## config.mk

```make
export PLATFORM = sky130hd
export DESIGN_NAME = microcode_sequencer
export DESIGN_NICKNAME = d
export VERILOG_FILES = /design/src/rtl/microcode_sequencer_pkg.sv /design/src/rtl/microcode_sequencer_rom.sv /design/src/rtl/microcode_sequencer.sv
export SDC_FILE = /design/constraint.sdc
export NUM_CORES = 1
export LEC_CHECK = 0
export ABC_AREA = 1
export BUFFER_PORTS_ARGS = -buffer_cell sky130_fd_sc_hd__buf_4
export CAP_MARGIN = 10
export CORE_MARGIN = 3
export CORE_UTILIZATION = 40
export CTS_CLUSTER_DIAMETER = 150
export CTS_CLUSTER_SIZE = 20
export DETAILED_ROUTE_END_ITERATION = 12
export GPL_ROUTABILITY_DRIVEN = 0
export PLACE_DENSITY = 0.7
export REMOVE_ABC_BUFFERS = 1
export SYNTH_ARGS = -nofsm -noshare
export SYNTH_HDL_FRONTEND = slang
export SYNTH_HIERARCHICAL = 1
export SYNTH_SLANG_ARGS = --single-unit
```

## constraint.sdc

```tcl
create_clock -name clk -period 3.7 [get_ports clk]
set_clock_uncertainty 0.1 [all_clocks]
set_input_delay 0.74 -clock clk [delete_from_list [all_inputs] [get_ports clk]]
set_output_delay 0.74 -clock clk [all_outputs]
set_load 0.02 [all_outputs]
```

## src/rtl/microcode_sequencer_pkg.sv

```systemverilog
// Shared types for the microcode sequencer: microcode words, sequencer states,
// wait-source indices and the opcode map used by the microprogram ROM.
package microcode_sequencer_pkg;

    typedef enum logic [4:0] {
        ENDMICRO,
        PC_to_MAR,
        RAM_to_IR,
        INC_PC,
        PC_to_MAR_ADDR,
        RAM_to_MAR,
        RAM_to_A,
        RAM_to_B,
        A_to_RAM,
        ALU_ADD,
        RAM_to_PC,
        RAM_to_PC_CF,
        RAM_to_PC_ZF,
        START_MT,
        START_UT,
        START_FT,
        START_DD,
        START_GPU,
        WAIT_MT,
        WAIT_UT,
        WAIT_FT,
        WAIT_DD,
        WAIT_GPU,
        HLT_CLK
    } Microcode_enum;

    typedef enum logic [2:0] {
        F0,
        F1,
        F2,
        EXEC,
        HALT
    } Seq_state_enum;

    localparam int FETCH_LEN = 3;

    localparam int WAIT_IDX_MT  = 0;
    localparam int WAIT_IDX_UT  = 1;
    localparam int WAIT_IDX_FT  = 2;
    localparam int WAIT_IDX_DD  = 3;
    localparam int WAIT_IDX_GPU = 4;

    localparam logic [7:0] OP_NOP     = 8'h00;
    localparam logic [7:0] OP_LOAD    = 8'h01;
    localparam logic [7:0] OP_WAIT_MT = 8'h02;
    localparam logic [7:0] OP_HALT    = 8'h03;
    localparam logic [7:0] OP_LONG    = 8'h04;
    localparam logic [7:0] OP_GPU     = 8'h05;
    localparam logic [7:0] OP_JC      = 8'h06;

    // Source index of a WAIT_* word, -1 for every other word.
    function automatic int wait_index(input Microcode_enum w);
        case (w)
            WAIT_MT:  return WAIT_IDX_MT;
            WAIT_UT:  return WAIT_IDX_UT;
            WAIT_FT:  return WAIT_IDX_FT;
            WAIT_DD:  return WAIT_IDX_DD;
            WAIT_GPU: return WAIT_IDX_GPU;
            default:  return -1;
        endcase
    endfunction

endpackage

```

## src/rtl/microcode_sequencer_rom.sv

```systemverilog
// Combinational microprogram store indexed by {opcode, step}.
// Anything not listed, including unknown opcodes, reads as ENDMICRO.
module microcode_rom
    import microcode_sequencer_pkg::*;
#(
    parameter int OPCODE_W     = 8,
    parameter int STEPS_PER_OP = 8,
    localparam int STEP_W      = $clog2(STEPS_PER_OP)
) (
    input  logic [OPCODE_W-1:0] opcode_i,
    input  logic [STEP_W-1:0]   step_i,
    output Microcode_enum       word_o
);

    // Steps are compared at full width so entries beyond STEPS_PER_OP never alias.
    logic [31:0] step_ext;
    assign step_ext = 32'(step_i);

    always_comb begin
        word_o = ENDMICRO;
        case (opcode_i)
            OPCODE_W'(OP_LOAD): begin
                case (step_ext)
                    32'd0:   word_o = PC_to_MAR_ADDR;
                    32'd1:   word_o = RAM_to_MAR;
                    32'd2:   word_o = RAM_to_A;
                    default: word_o = ENDMICRO;
                endcase
            end
            OPCODE_W'(OP_WAIT_MT): begin
                case (step_ext)
                    32'd0:   word_o = START_MT;
                    32'd1:   word_o = WAIT_MT;
                    default: word_o = ENDMICRO;
                endcase
            end
            OPCODE_W'(OP_HALT): begin
                case (step_ext)
                    32'd0:   word_o = RAM_to_MAR;
                    32'd1:   word_o = HLT_CLK;
                    32'd2:   word_o = RAM_to_A;
                    default: word_o = ENDMICRO;
                endcase
            end
            OPCODE_W'(OP_LONG): begin
                case (step_ext)
                    32'd0:   word_o = RAM_to_MAR;
                    32'd1:   word_o = RAM_to_A;
                    32'd2:   word_o = RAM_to_B;
                    32'd3:   word_o = ALU_ADD;
                    default: word_o = ENDMICRO;
                endcase
            end
            OPCODE_W'(OP_GPU): begin
                case (step_ext)
                    32'd0:   word_o = START_GPU;
                    32'd1:   word_o = WAIT_GPU;
                    default: word_o = ENDMICRO;
                endcase
            end
            OPCODE_W'(OP_JC): begin
                case (step_ext)
                    32'd0:   word_o = PC_to_MAR_ADDR;
                    32'd1:   word_o = RAM_to_PC_CF;
                    default: word_o = ENDMICRO;
                endcase
            end
            default: word_o = ENDMICRO;
        endcase
    end

endmodule

```

## src/rtl/microcode_sequencer.sv

```systemverilog
// Registered microcode sequencer: fixed fetch prologue, per-opcode microprogram,
// WAIT_* stalls on unit busy, HALT with resume, external stall and overrun flag.
module microcode_sequencer
    import microcode_sequencer_pkg::*;
#(
    parameter int OPCODE_W     = 8,
    parameter int STEPS_PER_OP = 8,
    parameter int NUM_WAIT_SRC = 5,
    localparam int STEP_W      = $clog2(STEPS_PER_OP)
) (
    input  logic                    clk,
    input  logic                    rst,
    input  logic                    stall_i,
    input  logic                    resume_i,
    input  logic [OPCODE_W-1:0]     ir_opcode,
    input  logic [NUM_WAIT_SRC-1:0] wait_busy,
    output Microcode_enum           current_microcode,
    output logic [STEP_W-1:0]       ucode_step,
    output logic                    fetching,
    output logic                    halted,
    output logic                    ucode_overrun
);

    Seq_state_enum     state_q, state_d;
    logic [STEP_W-1:0] step_q, step_d;
    Microcode_enum     mc_q, mc_d;
    Microcode_enum     rom_word;
    logic              over_q, over_d;
    logic              advance;
    logic              last_step;
    logic              busy_sel;
    int                widx;

    assign last_step = (step_q == STEP_W'(STEPS_PER_OP - 1));

    // The ROM is addressed with the next step so the output word can be registered.
    microcode_rom #(
        .OPCODE_W    (OPCODE_W),
        .STEPS_PER_OP(STEPS_PER_OP)
    ) u_rom (
        .opcode_i(ir_opcode),
        .step_i  (step_d),
        .word_o  (rom_word)
    );

    always_comb begin
        widx     = wait_index(mc_q);
        busy_sel = 1'b0;
        for (int i = 0; i < NUM_WAIT_SRC; i++) begin
            if (i == widx) busy_sel = wait_busy[i];
        end
    end

    always_comb begin
        state_d = state_q;
        step_d  = step_q;
        over_d  = over_q;
        advance = 1'b0;
        case (state_q)
            F0: state_d = F1;
            F1: state_d = F2;
            F2: begin
                state_d = EXEC;
                step_d  = '0;
            end
            EXEC: begin
                if (mc_q == ENDMICRO) begin
                    state_d = F0;
                    step_d  = '0;
                end else if (widx >= 0) begin
                    advance = !busy_sel;
                end else if (mc_q == HLT_CLK) begin
                    state_d = HALT;
                end else begin
                    advance = 1'b1;
                end
            end
            HALT:    advance = resume_i;
            default: state_d = F0;
        endcase
        // Running off the end of a microprogram without ENDMICRO refetches and flags it.
        if (advance) begin
            if (last_step) begin
                state_d = F0;
                step_d  = '0;
                over_d  = 1'b1;
            end else begin
                state_d = EXEC;
                step_d  = step_q + STEP_W'(1);
            end
        end
    end

    always_comb begin
        case (state_d)
            F0:      mc_d = PC_to_MAR;
            F1:      mc_d = RAM_to_IR;
            F2:      mc_d = INC_PC;
            EXEC:    mc_d = rom_word;
            HALT:    mc_d = HLT_CLK;
            default: mc_d = PC_to_MAR;
        endcase
    end

    always_ff @(posedge clk) begin
        if (rst) begin
            state_q <= F0;
            step_q  <= '0;
            mc_q    <= PC_to_MAR;
            over_q  <= 1'b0;
        end else if (!stall_i) begin
            state_q <= state_d;
            step_q  <= step_d;
            mc_q    <= mc_d;
            over_q  <= over_d;
        end
    end

    assign current_microcode = mc_q;
    assign ucode_step        = (state_q == EXEC) ? step_q : '0;
    assign fetching          = (state_q == F0) || (state_q == F1) || (state_q == F2);
    assign halted            = (state_q == HALT);
    assign ucode_overrun     = over_q;

endmodule

```

; ---- Word level (Yosys, flattened, before mapping)
; Cells that the tools add are included.
[totals]
in_bits = 17
wordCells = 72
out_inout_bits = 11
register_bits = 12
[classes]
n_eq_ne = 28
n_addsub = 1
bitwise = 1
n_mux = 29
order_cmp = 1
reduce_logical = 8
[op_table]
columns = operator, count
row1 = 32-bit case mux with 5 select lines, 1
row2 = 3-bit by 32-bit equality test with 1-bit output (first input constant), 2
row3 = 32-bit zero test, 2
row4 = 2-bit by 32-bit equality test with 1-bit output (first input constant), 1
row5 = 4-bit by 32-bit equality test with 1-bit output (first input constant), 1
row6 = 32-bit by 1-bit >= comparator with 1-bit output (second input constant), 1
row7 = 5-bit equality test (second input constant), 6
row8 = 5-bit case mux with 6 select lines, 1
row9 = 8-bit by 3-bit equality test with 1-bit output (second input constant), 3
row10 = 3-bit two-way mux, 8
row11 = 5-bit case mux with 2 select lines, 2
row12 = 5-bit case mux with 4 select lines, 1
row13 = 3-bit by 2-bit equality test with 1-bit output (second input constant), 6
row14 = 8-bit by 2-bit equality test with 1-bit output (second input constant), 2
row15 = 4-bit case mux with 4 select lines, 1
row16 = 3-bit case mux with 5 select lines, 1
row17 = 5-bit case mux with 3 select lines, 1
row18 = 3-bit by 1-bit equality test with 1-bit output (second input constant), 3
row19 = 3-bit equality test (second input constant), 3
row20 = 3-bit case mux with 3 select lines, 1
row21 = 8-bit by 1-bit equality test with 1-bit output (second input constant), 1
row22 = 1-bit two-way mux, 8
row23 = 4-bit case mux with 2 select lines, 1
row24 = 3-bit case mux with 2 select lines, 1
row25 = 9 further kinds, 10

; ---- Logic depth before layout (Yosys ltp)
; Gate-level depths: netlist (run 1).
[logic_depth]
ltp_word = 17
mapped_depth = 22
mapped_depth_nobuf = 22

; ---- Modules after synthesis
; Netlist (run 1), hierarchy kept.
[by_module_without_submodules]
columns = mod, area_each_um2, cells_per_inst, instances, seq_area_each_um2
row1 = microcode_sequencer, 829.5, 129, 1, 240.2
row2 = microcode_rom, 376.6, 74, 1, 0.0

; ---- Least setup slack after synthesis (run 1)
; No wires, ideal clock.
[synth_timing]
path_type = input to register
startpoint = in wait_busy[1]
endpoint = reg mc_q[1], in the netlist current_microcode[1]
required_ns = 3.530
setup_ns = 0.070
path_slack_ns = 1.045
arrival_time_ns = 2.485
cell_stages = 19
path_buffers = 0
path_cell_list = inv_1 -> nand2_1 -> nand3_1 -> nand2_1 -> nand3_2 -> nand2_4 -> nand2_4 -> nand2_4 -> o21ai_0 -> nand2_2 -> nor2_4 -> nand3_2 -> nand2_1 -> nor2_1 -> nand2_1 -> inv_1 -> nand3_2 -> nand2_1 -> a21oi_1
[synth_via]
elab_chain_cells = 13
word_cells_on_any_way = 26
cone_classes = 7 x eq/ne / 17 x mux / 2 x reduce/logical
[synth_lines]
columns = item, line_no
row1 = start: declaration, microcode_sequencer.sv:16  ; input logic [NUM_WAIT_SRC-1:0] wait_busy,
row2 = 1-bit two-way mux * (4 in series), microcode_sequencer.sv:50  ; if (i == widx) busy_sel = wait_busy[i];
row3 = 1-bit zero test *, microcode_sequencer.sv:71  ; advance = !busy_sel;
row4 = 1-bit two-way mux *, microcode_sequencer.sv:70  ; end else if (widx >= 0) begin
row5 = 1-bit two-way mux *, microcode_sequencer.sv:67  ; if (mc_q == ENDMICRO) begin
row6 = 1-bit case mux with 2 select lines *, microcode_sequencer.sv:59  ; case (state_q)
row7 = 3-bit two-way mux *, microcode_sequencer.sv:82  ; if (advance) begin
row8 = via step_d[0], microcode_sequencer.sv:25  ; logic [STEP_W-1:0] step_q, step_d;
row9 = 32-bit zero test (tied with other cells), -
row10 = 4-bit case mux with 4 select lines (tied with other cells), microcode_sequencer_rom.sv:46  ; case (step_ext)
row11 = 5-bit case mux with 6 select lines *, microcode_sequencer_rom.sv:21  ; case (opcode_i)
row12 = via rom_word[1], microcode_sequencer.sv:27  ; Microcode_enum rom_word;
row13 = 5-bit case mux with 4 select lines *, microcode_sequencer.sv:95  ; case (state_d)
row14 = end signal: assignment, microcode_sequencer.sv:109  ; mc_q <= PC_to_MAR;
row15 = end signal: assignment, microcode_sequencer.sv:114  ; mc_q <= mc_d;
row16 = end: declaration, microcode_sequencer.sv:26  ; Microcode_enum mc_q, mc_d;
; Mark *: on every way through the listed nets, which the timed path passes. The rest lies on a longest branch.
; A chain may end at the register's enable or synchronous reset.

; ---- Final worst setup path (run 1)
[layout_timing]
startpoint = reg state_q[1]
endpoint = reg mc_q[1], in the netlist current_microcode[1]
[layout_via]
elab_chain_cells = 7
word_cells_on_any_way = 29
cone_classes = 11 x eq/ne / 16 x mux / 2 x reduce/logical
[layout_lines]
columns = item, line_no
row1 = start: declaration, microcode_sequencer.sv:24  ; Seq_state_enum state_q, state_d;
row2 = start signal: assignment, microcode_sequencer.sv:112  ; state_q <= state_d;
row3 = 3-bit by 2-bit equality test with 1-bit output or 3-bit equality test (tied branches), microcode_sequencer.sv:59
row4 = 3-bit case mux with 2 select lines or 1-bit case mux with 2 select lines (tied branches), microcode_sequencer.sv:59
row5 = 3-bit two-way mux *, microcode_sequencer.sv:82
row6 = via step_d[0], microcode_sequencer.sv:25
row7 = 32-bit zero test (tied with other cells), -
row8 = 4-bit case mux with 4 select lines (tied with other cells), microcode_sequencer_rom.sv:46
row9 = 5-bit case mux with 6 select lines *, microcode_sequencer_rom.sv:21
row10 = via rom_word[1], microcode_sequencer.sv:27
row11 = 5-bit case mux with 4 select lines *, microcode_sequencer.sv:95
; Marked as above.

==> results_dict.tcl, run 1 <==
set metrics [dict create \
    yosysMostFrequentCell "nand2_1" \
    rsz0062_at_grt "no" \
    ir_drop_v 0.000188 \
    async_flop_share 0 \
    synth_flop_cell "dfxtp_1" \
    hold_depth 2 \
    setup_violations 0 \
    fillerInstances 296 \
    final.setup.tns_ns 0 \
    slew_headroom 0.545 \
    drive_gt1_frac 0.268 \
    numCtsBuffers 3 \
    cts_hold_buf 0 \
    core-area_um2 2810 \
    ys_seq_area_frac 0.199 \
    ff2ff_path_depth 18 \
    viasPerCell 4.83 \
    r2r-start "state_q[1]$_SDFFE_PP0N_" \
    yosysTopAreaCellShare 0.199 \
    drv_slew 0 \
    synth_edf_count 0 \
    h-tree-depth 1 \
    grt_overflow_total 0 \
    cts.repair_timing.setup_buffer_count 0 \
    cts-resized-gates 0 \
    ys_top_cells_by_count "nand2_1, inv_1, nand3_1, nor2_1, a21oi_1" \
    cp-startpoint "state_q[1]$_SDFFE_PP0N_" \
    clock.fmax_mhz 372 \
    p_per_area_nw_per_um2 278 \
    yosys_warnings 6 \
    port_buffers 27 \
    worst_slew_pin_slew_ns 0.675 \
    syn_avg_cell_area_um2 5.94 \
    grtUsageTotal 0.156 \
    hold_path.class "flop to flop" \
    dieArea_um2 3710 \
    nets 251 \
    tritoncts "built" \
    leakage_nw 0.806 \
    cp.required_ns 3.81 \
    worstSetupPathType "flop to flop" \
    hp-start "ucode_overrun$_SDFFE_PP0P_" \
    grt_pass1_vias 1039 \
    clockRootBuffer "clkbuf_4" \
    crit_arrival_ns 2.80 \
    start_util 0.430 \
    start_kind "flop" \
    synth_area_leader_cell "dfxtp_1" \
    rrSetupSlack_ns 1.01 \
    synth_area_leaders "dfxtp_1, nand2_1, nand3_1, inv_1, nand2_4" \
    outcome "finished, final reports clean" \
    drt-total-wl_mm 2.71 \
    cts_sinks 12 \
    syn_area_um2 1210 \
    min_period_over_period 0.726 \
    dp_cells 258 \
    worstSetupEndpointType "flop" \
    area_growth_pct 21.5 \
    dr_total_vias 1266 \
    drtPass1Iterations 5 \
    hold_viol 0 \
    cp_max_fo 6 \
    die_x_um 60.9 \
    cap_violations 0 \
    io_pins 28 \
    drt_iter0_drc 40 \
    ys_ff_latch 12 \
    grt_max_degree 19 \
    layout.cells.non_filler 262 \
    synth.distinct_cells 28 \
    grt_pass1_wl_mm 4.37 \
    min_period_ns 2.69 \
    die_y_um 60.9 \
    n_antenna_cell 0 \
    core.rowCount 19 \
    grt_antenna_before_repair 0 \
    clk_pin_slew_ns 0.08 \
    routedWlPerCell_um 10.3 \
    place_hpwl_mm 2.17 \
    antenna_left 0 \
    syn_inst 203 \
    cts_buffer_depth 2 \
    clkLatencyLatePin_ns 0.28 \
    drc_errors 0 \
]
## cell type report
class / instances / area, µm² / share of cell area
tap: 31 / 38.8 / 0.0265
sequential: 12 / 240 / 0.164
clock buffer: 4 / 36.3 / 0.0248
inverter: 41 / 154 / 0.105
timing repair buffer: 27 / 203 / 0.138
multi-input combinational: 147 / 793 / 0.541
## where the power goes
part           switching, mW  total, mW  internal (mW)
clock                 0.0455      0.105         0.0599
sequential            0.0118      0.150          0.138
combinational         0.0954      0.152         0.0569
total                  0.153      0.408          0.255
## layer usage
layer	GRT usage	vias up	routed length (µm)	part of all wire
li1	-	698	-	-
met1	0.215	538	1320	0.49
met2	0.232	26	1190	0.44
met3	0.0340	4	144	0.053
met4	0.0712	0	48	0.018
met5	0	-	0	0
## cells by family (layout without fill, tap and decap cells)
logic type,after synthesis,count (layout),share of synthesized area
compound gates,27,27,0.128
buf+inv,44,72,0.143
fa+ha+maj,2,2,0.0207
simple gates,118,118,0.509
flops,12,12,0.199
## stage by stage
stage	utilization	area [µm²]	total power [mW]	setup slack, ns	hold WS (ns)
3_5_place_dp	0.509	1430	0.305	0.739	0.402
2_1_floorplan	-	1190	0.258	1.04	0.447
3_3_place_gp	0.509	1430	0.305	0.769	0.383
4_1_cts	0.522	1470	0.414	1.02	0.414
5_1_grt	0.522	1470	0.437	0.722	0.440
6_report	0.522	1470	0.408	1.01	0.411
## worst max-delay path, stage by stage (launching register included)
cell     delay [ns]
dfxtp_1        0.41
nand2_1        0.09
nor2_2         0.16
nand3_2        0.13
inv_2          0.09
nand2_4        0.06
nand2_4        0.09
nand2_4        0.08
o21ai_0        0.55
nand2_2        0.14
nor2_4         0.17
nand3_2        0.13
nand2_1        0.10
nor2_1         0.04
nand2_1        0.05
inv_1          0.04
nand3_2        0.06
nand2_1        0.05
a21oi_1        0.10
## cells in the final DEF (no fill, tap or decap), drive strengths merged
master | netlist | routed
o211ai | 2 | 2
dfxtp | 12 | 12
nand3b | 1 | 1
nor2 | 22 | 22
a211oi | 1 | 1
nor3 | 1 | 1
ha | 2 | 2
inv | 41 | 41
nand4 | 2 | 2
o21ai | 8 | 8
a21oi | 14 | 14
buf | 1 | 27
o22ai | 1 | 1
clkbuf | 2 | 4
nand2 | 59 | 59
nand3 | 32 | 32
or2 | 1 | 1
a31oi | 1 | 1
## state kept, by name, summed over array words and instances (netlist names)
name / cells
current_microcode: 5
state_q: 3
step_q: 3
ucode_overrun: 1
## path summary, 6_finish.rpt
check | to
setup / recovery | current_microcode[1]$_SDFFE_PP0N_
hold / removal | ucode_overrun$_SDFFE_PP0P_
setup reg to reg | current_microcode[1]$_SDFFE_PP0N_
hold reg to reg | ucode_overrun$_SDFFE_PP0P_
(Power assumes the default switching activity.)
==> run 2, diff against run 1 <==
- PLACE_DENSITY: 0.7 -> 0.73
- clock period: 3.7 -> 2.28 ns (I/O delays scaled with it)
==> results_dict.tcl, run 2 (synthesized netlist as in run 1, its figures left out) <==
set metrics [dict create \
    whs_ns 0.322 \
    largest_reg_flops 5 \
    io_pins 28 \
    placed_cell_area_um2 1610 \
    h-tree-depth 1 \
    drtPass1Iterations 4 \
    cap_violations 0 \
    final_area_um2 1740 \
    numCtsBuffers 3 \
    multi_input_area_um2 867 \
    worstSetupPathType "flop to flop" \
    worst_slew_pin_slew_ns 0.257 \
    clk_pin_slew_ns 0.08 \
    grt_antenna_before_repair 0 \
    outcome "finished, final reports clean" \
    start_util 0.430 \
    clockRootBuffer "clkbuf_4" \
    core-area_um2 2810 \
    dp_cells 282 \
    cp_max_fo 6 \
    setup_violations 0 \
    p_per_area_nw_per_um2 411 \
    start_kind "flop" \
    min_period_ns 2.28 \
    grt_pass1_wl_mm 4.87 \
    grt_overflow_total 0 \
    routedWlPerCell_um 10.7 \
    drt_iter0_drc 49 \
    place_hpwl_mm 2.41 \
    dieArea_um2 3710 \
    clkLatencyLatePin_ns 0.28 \
    nets 278 \
    grtUsageTotal 0.170 \
    drt-total-wl_mm 3.09 \
    leakage_nw 0.950 \
    core.rowCount 19 \
    fillerInstances 277 \
    min_period_over_period 0.998 \
    cts_buffer_depth 2 \
    hold_path.class "input pin to flop" \
    hold_viol 0 \
    tritoncts "built" \
    final.setup.tns_ns 0 \
    viasPerCell 5.02 \
    worstSetupEndpointType "flop" \
    slew_headroom 0.828 \
    crit_arrival_ns 2.39 \
    final_common_cell "buf_4" \
    p_total_mw 0.716 \
    final_cell_mix "buf_4, nand2_1, inv_1" \
    port_buffers 27 \
    clock.fmax_mhz 439 \
    area_growth_pct 44.4 \
    hold_depth 2 \
    die_y_um 60.9 \
    ff2ff_path_depth 20 \
    ir_drop_v 0.000220 \
    grt_max_degree 19 \
    drive_gt1_frac 0.412 \
    final-seq-area_um2 245 \
    drc_errors 0 \
    drv_slew 0 \
    layout.cells.non_filler 288 \
    rsz0062_at_grt "yes" \
    cts_sinks 12 \
    dr_total_vias 1446 \
    grt_pass1_vias 1208 \
    n_antenna_cell 0 \
    cts_hold_buf 0 \
    antenna_left 0 \
    die_x_um 60.9 \
    cp.required_ns 2.39 \
]
run 2: changes by cell type in the layout (fill, tap and decap cells not counted), moves of 2 or more:
| cell | before | now |
|---|---|---|
| a21oi_1 | 13 | 11 |
| buf_4 | 27 | 53 |
| dfxtp_1 | 12 | 8 |
| dfxtp_2 | 0 | 4 |
| inv_2 | 8 | 6 |
| inv_4 | 0 | 2 |
| nand2_1 | 49 | 43 |
| nand2_2 | 3 | 7 |
| nand2_4 | 7 | 9 |
| nor2_1 | 16 | 13 |
| nor2_2 | 4 | 6 |
run 2: worst max-delay path, cell delays in order (launching register included):
cell and delay, ns:
dfxtp_1 0.34, inv_1 0.07, nor2_2 0.10, nand3b_1 0.13, nand3_2 0.10, inv_2 0.05
nand2_4 0.06, nand2_4 0.08, a21oi_4 0.16, nand2_2 0.10, o21ai_4 0.10, nand2_4 0.07
nor2_4 0.18, nand3_2 0.13, nand2_1 0.09, nor2_1 0.04, nand2_1 0.05, inv_1 0.04
nand3_2 0.06, nand2_2 0.05, a21oi_2 0.12
run 2: area by class of cell:
type                            instances  area share
Multi-Input combinational cell        147       0.498
Timing Repair Buffer                   54       0.235
Sequential cell                        12       0.141
Inverter                               41      0.0912
Tap cell                               31      0.0223
Clock buffer                            3      0.0129
run 2: timing repair:
item | in CTS | in global routing
gates resized for setup | 5 | 22
pin swaps | 0 | 15
setup endpoints to repair | 5 | 5
endpoints found under the hold margin | 0 | 0
buffers inserted | 0 | 3
run 2: metrics by stage:
step	worst slack, ns	util
detailed placement	-0.234	0.574
CTS	-0.0278	0.585
global route	-0.154	0.621
global placement	-0.158	0.574
finish	0.00453	0.621
floorplan	-0.327	-
run 2: per-layer routing:
layer / wire (µm) / vias up / share of wire / track usage
met5: 0 / - / 0 / 0
met4: 13 / 0 / 0.0042 / 0.0341
met3: 191 / 2 / 0.062 / 0.0404
met2: 1470 / 47 / 0.48 / 0.287
met1: 1420 / 642 / 0.46 / 0.222
li1: - / 755 / - / -
run 2: path summary, 6_finish.rpt:
kind	startpoint	to	slack [ns]
max	current_microcode[4]$_SDFFE_PP0N_	current_microcode[1]$_SDFFE_PP0N_	0.005
min	rst	current_microcode[3]$_SDFFE_PP0N_	0.32
max reg2reg	current_microcode[4]$_SDFFE_PP0N_	current_microcode[1]$_SDFFE_PP0N_	0.005
min reg2reg	ucode_overrun$_SDFFE_PP0P_	ucode_overrun$_SDFFE_PP0P_	0.39
run 2: power by group:
group | switching (mW) | total, mW | leakage (nW) | internal, mW
clock network | 0.0731 | 0.134 | 0.0138 | 0.0613
logic | 0.191 | 0.341 | 0.837 | 0.150
registers | 0.0151 | 0.241 | 0.0999 | 0.226
total | 0.280 | 0.716 | 0.950 | 0.437
==> run 3, diff against run 2 <==
- ABC_AREA: 1 -> not set
- PLACE_DENSITY: 0.73 -> 0.74
==> results_dict.tcl, run 3 <==
set metrics [dict create \
    outcome "complete, but fails checks" \
    violations "setup timing" \
    area_growth_pct 56.0 \
    crit_arrival_ns 2.83 \
    synth.distinct_cells 48 \
    power_switching_mw 0.202 \
    cp_cell_sequence "or4_4 > o21ai_4 > a211oi_4 > nand2b_4 > a22o_1 > inv_2 > a21oi_1 > or3_4 > a21oi_2 > o21ai_1 > a221oi_1" \
    drive_gt1_frac 0.486 \
    hold_viol 0 \
    cts_buffer_depth 2 \
    fillerInstances 190 \
    port_buffers 27 \
    hp-start "rst" \
    synth_area_leader_cell "dfxtp_1" \
    clk_pin_slew_ns 0.07 \
    p_total_mw 0.604 \
    min_period_over_period 1.20 \
    n_antenna_cell 0 \
    grt_antenna_before_repair 0 \
    clock.fmax_mhz 365 \
    cp_num_buf_inv 1 \
    syn_avg_cell_area_um2 7.86 \
    timing.final.ws_setup_ns -0.463 \
    largest_reg_flops 5 \
    ys_seq_area_frac 0.241 \
    final_cell_mix "buf_4, nor2_1, dfxtp_1" \
    syn_area_um2 998 \
    start_util 0.435 \
    yosysTopAreaCellShare 0.241 \
    rsz0062_at_grt "yes" \
    cp.required_ns 2.37 \
    crit_family "simple AND/OR/NAND/NOR gates" \
    worstSetupEndpointType "flop" \
    cap_violations 0 \
    start_kind "flop" \
    viasPerCell 5.88 \
    clockRootBuffer "clkbuf_4" \
    ys_top_cells_by_count "dfxtp_1, nor2_1, a21oi_1, inv_1, nor3_1" \
    h-tree-depth 1 \
    cts_sinks 12 \
    antenna_left 0 \
    core-area_um2 2300 \
    async_flop_share 0 \
    p_int_mw 0.402 \
    grt_pass1_vias 1143 \
    syn_inst 127 \
    routedWlPerCell_um 15.7 \
    pwr-share-comb 0.403 \
    min_period_ns 2.74 \
    synth_area_leaders "dfxtp_1, a21oi_1, nor2_1, nor3_1, and2_1" \
    cts_hold_buf 0 \
    drt_iter0_drc 45 \
    drtPass1Iterations 4 \
    cp_max_fo 4 \
    grt_pass1_wl_mm 4.82 \
    drv_slew 0 \
    dieArea_um2 3130 \
    die_x_um 56.0 \
    max_stage_delay_ns 0.57 \
    synth_edf_count 0 \
    place_hpwl_mm 2.21 \
    drt-total-wl_mm 3.25 \
    slew_headroom 0.595 \
    die_y_um 56.0 \
    ys_ff_latch 12 \
    core.rowCount 17 \
    drc_errors 0 \
    cp-startpoint "current_microcode[1]$_SDFFE_PP0N_" \
    clkLatencyLatePin_ns 0.27 \
    worst_slew_pin_slew_ns 0.607 \
    setup_violations 5 \
    dr_total_vias 1217 \
    numCtsBuffers 3 \
    final.setup.tns_ns -1.76 \
    p_per_area_nw_per_um2 388 \
    tritoncts "built" \
    cp_slowest_cell "or4_4" \
    nets 200 \
    ir_drop_v 0.000406 \
    yosys_warnings 6 \
    hold_path.class "input pin to flop" \
    final_common_cell "buf_4" \
    synth_flop_cell "dfxtp_1" \
    io_pins 28 \
    r2r-start "current_microcode[1]$_SDFFE_PP0N_" \
    clkPwrFrac 0.216 \
    worstSetupPathType "flop to flop" \
    grtUsageTotal 0.187 \
    leakage_nw 0.654 \
    seqPwrFrac 0.381 \
    grt_overflow_total 0 \
    swShare 0.335 \
    grt_max_degree 14 \
]
run 3: changes by cell type after synthesis, sizes merged, moves of 3 or more:
| cell | change |
|---|---|
| nand2 | -54 |
| inv | -33 |
| nand3 | -29 |
| nor2 | -10 |
| nor3 | +7 |
| and2 | +5 |
| a211oi | +4 |
| a21oi | -4 |
| a221oi | +3 |
run 3: per-stage QoR:
step                cell area (µm²)   util  hold slack, ns  cells  worst slack, ns
finish                         1560  0.678           0.350    207           -0.463
global route                   1560  0.678           0.356    207           -0.553
CTS                            1440  0.629           0.339    204           -0.364
detailed placement             1380  0.601           0.369    200           -0.425
global placement               1380  0.601           0.369    200           -0.368
floorplan                       963      -           0.377    121           -0.543
run 3: logic make-up (layout without fill, tap and decap cells):
| logic type | after synthesis | in the layout | share of synthesized area |
|---|---|---|---|
| buf+inv | 14 | 66 | 0.0652 |
| fa+ha+maj | 2 | 2 | 0.0251 |
| mux | 3 | 3 | 0.0313 |
| flops | 12 | 12 | 0.241 |
| compound gates | 48 | 48 | 0.357 |
| xor+xnor | 1 | 1 | 0.00877 |
| simple gates | 47 | 47 | 0.272 |
run 3: worst paths after layout:
kind	end	slack (ns)	depth (start not counted)
worst min-delay path	step_q[2]$_SDFFE_PP0N_	0.35	2
worst max register to register	current_microcode[2]$_SDFFE_PP0N_	-0.46	11
worst max-delay path	current_microcode[2]$_SDFFE_PP0N_	-0.46	11
worst min register to register	ucode_overrun$_SDFFE_PP0P_	0.39	2
run 3: area by class of cell:
cell class	instances	area, µm²	area share
Clock buffer	3	22.5	0.0145
Inverter	8	30.0	0.0193
Multi-Input combinational cell	101	810	0.520
Sequential cell	12	244	0.157
Tap cell	28	35.0	0.0225
Timing Repair Buffer	55	417	0.267
run 3: layer usage:
| metal | share of wire | wire length, µm | track usage |
|---|---|---|---|
| met1 | 0.41 | 1340 | 0.219 |
| met2 | 0.51 | 1650 | 0.329 |
| met3 | 0.052 | 170 | 0.0418 |
| met4 | 0.027 | 88 | 0.0678 |
| met5 | 0 | 0 | 0 |
run 3: power by group through the flow:
stage	clock network (mW)	logic, mW	registers, mW
finish	0.131	0.243	0.230
global route	0.142	0.262	0.232
CTS	0.136	0.217	0.230
detailed placement	0	0.209	0.234
global placement	0	0.204	0.233
floorplan	0	0.0934	0.247
run 3: worst reg2reg max path, delay by kind of cell, from the launching register on:
kind	cells	cell delay, ns
simple gates	3	1.08
compound gates	7	1.07
flops	1	0.32
buf+inv	1	0.09
run 3: timing repair:
action	4_1_cts	5_1_grt
pin swaps	11	7
setup buffers	1	3
setup endpoints to repair	5	5
resized for setup	10	16
